===== config.mk =====
export PLATFORM = sky130hd
export DESIGN_NAME = cordic_phase_gen
export DESIGN_NICKNAME = d
export VERILOG_FILES = /design/src/rtl/cordic_phase_gen.sv
export SDC_FILE = /design/constraint.sdc
export NUM_CORES = 1
export LEC_CHECK = 0
export CAP_MARGIN = 15
export CORE_ASPECT_RATIO = 0.9
export CORE_MARGIN = 1.5
export CORE_UTILIZATION = 25
export DETAILED_ROUTE_END_ITERATION = 6
export PLACE_DENSITY_LB_ADDON = 0.05
export SLEW_MARGIN = 20
export SYNTH_ARGS = -nofsm -noshare
export SYNTH_HDL_FRONTEND = slang
export SYNTH_SLANG_ARGS = --single-unit

===== constraint.sdc =====
create_clock -name clk -period 3.7 [get_ports clk]
set_input_delay 1.11 -clock clk [delete_from_list [all_inputs] [get_ports clk]]
set_output_delay 1.11 -clock clk [all_outputs]
set_load 0.01 [all_outputs]

===== src/rtl/cordic_phase_gen.sv =====
// Phase accumulator that feeds the cordic rotator with a first-quadrant angle index.
// A {valid, quadrant} tag travels alongside the cordic pipeline so the unfold stage can restore the full circle.
module cordic_phase_gen #(
  parameter int D_WIDTH   = 11,
  parameter int ACC_WIDTH = 24,
  parameter int LATENCY   = 12
) (
  input  logic                 clk,
  input  logic                 rst,
  input  logic                 start,
  input  logic                 stop,
  input  logic                 fcw_wr,
  input  logic [ACC_WIDTH-1:0] fcw_data,
  output logic [D_WIDTH-1:0]   z_tgt,
  output logic                 z_valid,
  output logic [1:0]           quad_out,
  output logic                 quad_valid,
  output logic                 busy
);

  localparam int CNT_W = $clog2(LATENCY + 1);

  typedef enum logic [1:0] {
    S_IDLE  = 2'd0,
    S_RUN   = 2'd1,
    S_DRAIN = 2'd2
  } state_t;

  state_t                 r_state;
  state_t                 w_next_state;
  logic [ACC_WIDTH-1:0]   r_acc;
  logic [ACC_WIDTH-1:0]   w_acc_next;
  logic [ACC_WIDTH-1:0]   r_fcw;
  logic [CNT_W-1:0]       r_cnt;
  logic [CNT_W-1:0]       w_cnt_next;
  logic [D_WIDTH-1:0]     r_z_tgt;
  logic                   r_z_valid;
  logic [LATENCY:0][2:0]  r_dly;

  logic                   w_run;
  logic [1:0]             w_q;
  logic [D_WIDTH-2:0]     w_f;

  assign w_run = (r_state == S_RUN);
  assign w_q   = r_acc[ACC_WIDTH-1 -: 2];
  // Quadrant bits dropped and the low bits truncated: the fold is a plain bit slice.
  assign w_f   = r_acc[ACC_WIDTH-3 -: D_WIDTH-1];

  always_comb begin
    w_next_state = r_state;
    w_acc_next   = r_acc;
    w_cnt_next   = r_cnt;
    case (r_state)
      S_IDLE: begin
        if (start) begin
          w_next_state = S_RUN;
          w_acc_next   = '0;
        end
      end
      S_RUN: begin
        w_acc_next = r_acc + r_fcw;
        if (stop) begin
          w_next_state = S_DRAIN;
          w_cnt_next   = '0;
        end
      end
      S_DRAIN: begin
        // Leaves DRAIN on the same edge the last tagged sample exits the delay line.
        if (r_cnt == CNT_W'(LATENCY - 1)) begin
          w_next_state = S_IDLE;
          w_cnt_next   = '0;
        end else begin
          w_cnt_next = r_cnt + CNT_W'(1);
        end
      end
      default: begin
        w_next_state = S_IDLE;
        w_cnt_next   = '0;
      end
    endcase
  end

  always_ff @(posedge clk) begin
    if (rst) begin
      r_state <= S_IDLE;
      r_acc   <= '0;
      r_cnt   <= '0;
    end else begin
      r_state <= w_next_state;
      r_acc   <= w_acc_next;
      r_cnt   <= w_cnt_next;
    end
  end

  always_ff @(posedge clk) begin
    if (rst) begin
      r_fcw <= '0;
    end else if (fcw_wr) begin
      r_fcw <= fcw_data;
    end
  end

  always_ff @(posedge clk) begin
    if (rst) begin
      r_z_tgt   <= '0;
      r_z_valid <= 1'b0;
    end else begin
      r_z_tgt   <= {1'b0, w_f};
      r_z_valid <= w_run;
    end
  end

  // Stage 0 lines up with z_tgt; stage LATENCY lines up with the cordic outputs.
  always_ff @(posedge clk) begin
    if (rst) begin
      r_dly <= '0;
    end else begin
      r_dly[0] <= {w_run, w_q};
      for (int i = 1; i <= LATENCY; i++) begin
        r_dly[i] <= r_dly[i-1];
      end
    end
  end

  assign z_tgt      = r_z_tgt;
  assign z_valid    = r_z_valid;
  assign quad_valid = r_dly[LATENCY][2];
  assign quad_out   = r_dly[LATENCY][1:0];
  assign busy       = (r_state != S_IDLE);

endmodule


==> results.json, run 1 <==
{
  "antenna_left": 0,
  "setup_ws_ns": 1.07,
  "grt_max_degree": 59,
  "syn_to_final_growth_pct": 21.4,
  "drt_wl_total_mm": 9.98,
  "vias": 3283,
  "diodes": 0,
  "gp_congestion": 0.785,
  "fin_setup_tns_ns": 0,
  "drt_iter0_markers": 85,
  "status": "complete, no violations",
  "ctsHoldBuffers": 0,
  "cts_buffers": 9,
  "syn_area_per_cell_sq_um": 9.47,
  "period_needed_ns": 2.63,
  "synth_ff_type": "dfxtp_1",
  "r2r_end": "r_acc[18]$_SDFFE_PP0P_",
  "clockRootBuffer": "clkbuf_16",
  "synth_top_area_share": 0.463,
  "yosysMostFrequentCell": "dfxtp_1",
  "synth_top_family_by_area": "simple AND/OR/NAND/NOR gates",
  "syn_nets": 524,
  "finalHoldViolCount": 0,
  "min_to": "r_dly[7]$_SDFF_PP0_",
  "cts_resized": 0,
  "row_count": 46,
  "initial_core_util": 0.254,
  "tightestPinTransition_ns": 0.640,
  "hold_ws_ns": 0.437,
  "crit_path_start": "r_state[0]$_SDFFE_PP0P_",
  "synth_fa_ha_area_frac": 0.0720,
  "fillers": 1826,
  "grt_pass1_wl_mm": 16.3,
  "grt_overflow": 0,
  "drv_slew": 0,
  "cts_buffer_depth": 2,
  "synth_cells": 470,
  "synth_cell_types": 51,
  "clk_latency_ns": 0.35,
  "portBuffers": 43,
  "reg2reg_setup_slack_ns": 1.17,
  "grt_pass1_vias": 3198,
  "htreeDepth": 3,
  "place_ws_ns": 1.08,
  "grt_usage": 0.115,
  "worstHoldStart": "r_dly[4]$_SDFF_PP0_",
  "first_pass_iters": 4,
  "drc": 0,
  "ff2ff_path_depth": 9,
  "syn_area_sq_um": 4450,
  "critPathKind": "reg2out",
  "synth_seq_area_share": 0.463,
  "crit_fanout": 9,
  "hold_path.class": "reg2reg",
  "period_share": 0.711,
  "cellLeakagePower_nw": 2.25,
  "rsz0062_at_grt": "false",
  "regArea_sq_um": 2060,
  "drive_above_1_share": 0.0592,
  "p_per_area_nw_per_um2": 435,
  "async_flop_share": 0,
  "core_area_sq_um": 17600,
  "ys_ff_latch": 103,
  "min_path_cells": 1,
  "worst_setup_path_start_kind": "register",
  "synth_edf_count": 0,
  "reg2reg_from": "r_acc[0]$_SDFFE_PP0P_",
  "skew_ns": 0.00834,
  "multi_input_area_sq_um": 2250,
  "cp.arrival_ns": 1.52,
  "yosysWarnings": 0,
  "pin_count": 45,
  "synth.largest_area_cell": "dfxtp_1",
  "setup_violations": 0,
  "clkTransAtPathRegs_ns": 0.07,
  "synthMuxAreaShare": 0.0607,
  "synthXorXnorAreaFrac": 0.0315,
  "fp.dieW_um": 144,
  "cts_sinks": 103,
  "layout.nets": 556,
  "slew_headroom": 0.574,
  "yosys-top-cells-count": "dfxtp_1, nor2b_1, nor2_1",
  "cap_violations": 0,
  "avgViaCountPerCell": 4.39,
  "clock.fmax_mhz": 380,
  "wire_per_inst_um": 13.4,
  "postCtsSetupRepairBufs": 0,
  "antenna_found_initial": 0,
  "hpwl_mm": 6.87,
  "endpoint_kind": "output pin",
  "cp.required_ns": 2.59,
  "cts_tree": "built",
  "dieArea_sq_um": 18600,
  "ir_drop_mv": 0.238,
  "synth-compound-area-share": 0.156,
  "synthTopCellsByArea": "dfxtp_1, nor2b_1, ha_1",
  "die_height_um": 130,
  "synthSimpleGateAreaFrac": 0.184
}
[logic make-up (layout without fill, tap and decap cells)]
logic type	Yosys count	after routing
DFF	103	103
adders and majority gates	25	25
muxes	27	27
AOI/OAI and AO/OA	102	102
and+or+nand+nor	163	163
xor gates and xnor gates	16	16
other	1	1
buffers and inverters	33	70
[critical path: stages (launching register included)]
cell             delay [ns]
dfxtp_1                0.39
or2_2                  0.30
clkdlybuf4s50_1        0.48
[power by group]
| group | switching [mW] | internal [mW] | total, mW |
|---|---|---|---|
| clock | 0.435 | 0.549 | 0.984 |
| combinational | 0.115 | 0.0969 | 0.212 |
| sequential | 0.0198 | 1.14 | 1.16 |
[flip-flops by register name (all words and copies together) (netlist names)]
signal and cells:
quad_out 2, quad_valid 1, r_acc 24, r_cnt 4, r_dly 35, r_fcw 24, r_state 2, z_tgt 10
z_valid 1
[per-stage QoR]
stage	util	cell area, sq um	total power, mW	cells
final	0.308	5410	2.35	747
after global routing	0.308	5410	2.46	747
after detailed placement	0.291	5100	1.40	731
after global placement	0.291	5100	1.40	731
after floorplan	-	4450	1.32	470
after CTS	0.308	5410	2.40	747
[metal layers]
layer | up-vias | part of all wire | track usage
li1 | 1689 | - | -
met1 | 1533 | 0.51 | 0.150
met2 | 51 | 0.45 | 0.180
met3 | 10 | 0.032 | 0.0336
met4 | 0 | 0.017 | 0.0414
met5 | - | 0 | 0
[placed cells by master, fill, tap and decap left out, types with 6 or more instances in the layout]
master,Yosys,final
a21oi_1,18,18
o21ai_0,17,17
a31oi_1,7,7
mux2i_1,27,27
dfxtp_1,103,103
nor2_1,48,48
buf_4,3,6
a22oi_1,6,6
clkdlybuf4s50_1,0,42
a21o_1,19,19
clkbuf_16,0,9
xor2_1,10,10
ha_1,24,24
nor3_1,9,9
nand2_1,29,29
xnor2_1,6,6
nor2b_1,53,53
[layout make-up]
type,count,share of cell area
Tap cell,240,0.0556
Clock inverter,5,0.0116
Multi-Input combinational cell,334,0.416
Sequential cell,103,0.381
Timing Repair Buffer,49,0.0870
Inverter,5,0.00347
Clock buffer,11,0.0449
[how the worst max path moves through the flow]
stage                                   endpoint  slack, ns  depth (start not counted)
final                                       busy       1.07                          2
after global routing                        busy       0.98                          2
after CTS                                   busy       1.04                          2
after detailed placement   r_acc[9]$_SDFFE_PP0P_       1.08                          6
after global placement     r_acc[9]$_SDFFE_PP0P_       1.12                          6
after floorplan           r_fcw[10]$_SDFFE_PP0P_       1.46                          4
(Power assumes the default switching activity.)
==> inputs of run 2 (changes only) <==
==> constraint.sdc (replaced) <==
create_clock -name clk -period 2.2 [get_ports clk]
set_input_delay 0.66 -clock clk [delete_from_list [all_inputs] [get_ports clk]]
set_output_delay 0.66 -clock clk [all_outputs]
set_load 0.01 [all_outputs]
==> run 2 against run 1 <==
  * The flow now finishes with violations (setup timing)
  * Combinational power is 91% higher
  * Total power rose by 67%
  * Largest cell class unchanged
  * Sequential share of layout area is 1.9 points lower
==> results.json, run 2 (synthesis results as in run 1) <==
{
  "antenna_found_initial": 0,
  "portBuffers": 43,
  "regArea_sq_um": 2070,
  "placed_cell_area_sq_um": 5270,
  "drt_iter0_markers": 88,
  "comb_power_share": 0.103,
  "dieArea_sq_um": 18600,
  "period_share": 1.01,
  "setup_violations": 1,
  "avgViaCountPerCell": 4.38,
  "rsz0062_at_grt": "true",
  "fillers": 1814,
  "grt_usage": 0.122,
  "fp.dieW_um": 144,
  "wire_per_inst_um": 13.8,
  "layout.nets": 579,
  "clock.fmax_mhz": 452,
  "skew_ns": 0.00594,
  "place_ws_ns": -0.200,
  "clockRootBuffer": "clkbuf_16",
  "cpPeakStageDelay_ns": 0.34,
  "syn_to_final_growth_pct": 28.0,
  "finalNonFillerCells": 770,
  "drv_slew": 0,
  "antenna_left": 0,
  "cellLeakagePower_nw": 2.39,
  "cp_slowest_cell": "dfxtp_2",
  "top_register": "r_dly",
  "reg.largest.list": "r_dly: 35 flops, r_acc: 24 flops, r_fcw: 24 flops",
  "cts_tree": "built",
  "clk_latency_ns": 0.35,
  "reg2reg_setup_slack_ns": -0.01,
  "finalPower_mw": 3.92,
  "design_area_sq_um": 5700,
  "p_switching_mw": 1.01,
  "drt_wl_total_mm": 10.6,
  "worst_setup_path_start_kind": "register",
  "drive_above_1_share": 0.138,
  "layout_common_cells": "dfxtp_1, nor2b_1, nor2_1",
  "ir_drop_mv": 0.326,
  "dpl.cell_count": 749,
  "final_common_cell": "dfxtp_1",
  "row_count": 46,
  "cp.arrival_ns": 2.45,
  "hpwl_mm": 7.27,
  "r2r_end": "r_acc[18]$_SDFFE_PP0P_",
  "p_per_area_nw_per_um2": 687,
  "p_clk_frac": 0.399,
  "seq_power_share": 0.497,
  "crit_fanout": 6,
  "grt_pass1_wl_mm": 17.2,
  "drc": 0,
  "setup_ws_ns": -0.0114,
  "htreeDepth": 3,
  "grt_max_degree": 39,
  "crit_path_start": "r_fcw[0]$_SDFFE_PP0P_",
  "power.internal_mw": 2.90,
  "status": "finished, violations left",
  "cap_violations": 0,
  "violations": "setup timing",
  "crit_path_end": "r_acc[18]$_SDFFE_PP0P_",
  "reg2reg_from": "r_fcw[0]$_SDFFE_PP0P_",
  "period_needed_ns": 2.21,
  "largest_reg_flops": 35,
  "core_area_sq_um": 17600,
  "clkTransAtPathRegs_ns": 0.07,
  "finalHoldViolCount": 0,
  "initial_core_util": 0.254,
  "fin_setup_tns_ns": -0.0114,
  "cts_sinks": 103,
  "gp_congestion": 0.798,
  "grt_overflow": 0,
  "cts_buffer_depth": 2,
  "cp.required_ns": 2.44,
  "vias": 3374,
  "endpoint_kind": "register",
  "first_pass_iters": 4,
  "hold_ws_ns": 0.435,
  "diodes": 0,
  "critPathKind": "reg2reg",
  "cp_cell_sequence": "ha_4, fa_2, a211oi_2, o21bai_1, a21oi_2, buf_4, o21ai_4, a31oi_2, xor2_1, o21ai_1",
  "pin_count": 45,
  "ff2ff_path_depth": 10,
  "switching_share": 0.259,
  "multi_input_area_sq_um": 2340,
  "grt_pass1_vias": 3395,
  "cts_buffers": 9,
  "post-route-util": 0.325,
  "hold_path.class": "reg2reg",
  "die_height_um": 130
}
run 2: final cells by class:
cell class	instances	share of cell area
clock buffer	9	0.0395
sequential	103	0.363
tap	240	0.0527
clock inverter	7	0.0108
timing repair buffer	72	0.120
multi-input combinational	334	0.411
inverter	5	0.00329
run 2: critical path: cells and delay by family, from the launching register on:
family | cells | cell delay, ns
xor+xnor | 1 | 0.18
compound gates | 6 | 0.91
flops | 1 | 0.34
fa+ha+maj | 2 | 0.50
buf+inv | 1 | 0.16
run 2: how the worst min path moves through the flow:
stage                                    start                     end  cells past startpoint  slack [ns]
final                     r_dly[18]$_SDFF_PP0_    r_dly[21]$_SDFF_PP0_                      1        0.44
after global routing      r_dly[18]$_SDFF_PP0_    r_dly[21]$_SDFF_PP0_                      1        0.45
after CTS                 r_dly[18]$_SDFF_PP0_    r_dly[21]$_SDFF_PP0_                      1        0.44
after detailed placement  r_dly[29]$_SDFF_PP0_    r_dly[32]$_SDFF_PP0_                      1        0.42
after global placement     r_dly[3]$_SDFF_PP0_     r_dly[6]$_SDFF_PP0_                      1        0.42
after floorplan           r_dly[33]$_SDFF_PP0_  quad_out[0]$_SDFF_PP0_                      1        0.41
run 2: power by group through the flow:
stage	clock network, mW	registers, mW	logic [mW]
after floorplan	0	1.98	0.233
after global placement	0	1.99	0.400
after detailed placement	0	1.99	0.400
after CTS	1.65	1.95	0.406
after global routing	1.73	1.96	0.447
final	1.56	1.95	0.405
run 2: what timing repair did:
item	CTS	global route
resized for setup	13	14
hold buffers	0	0
buffers inserted	5	0
endpoints found under the setup margin	9	17
pin swaps	12	12
run 2: routing by layer:
| layer | vias to the layer above | track usage | share of wire |
|---|---|---|---|
| met1 | 1574 | 0.154 | 0.49 |
| met3 | 8 | 0.0392 | 0.040 |
| li1 | 1738 | - | - |
| met4 | 0 | 0.0366 | 0.011 |
| met2 | 54 | 0.198 | 0.46 |
| met5 | - | 0 | 0 |
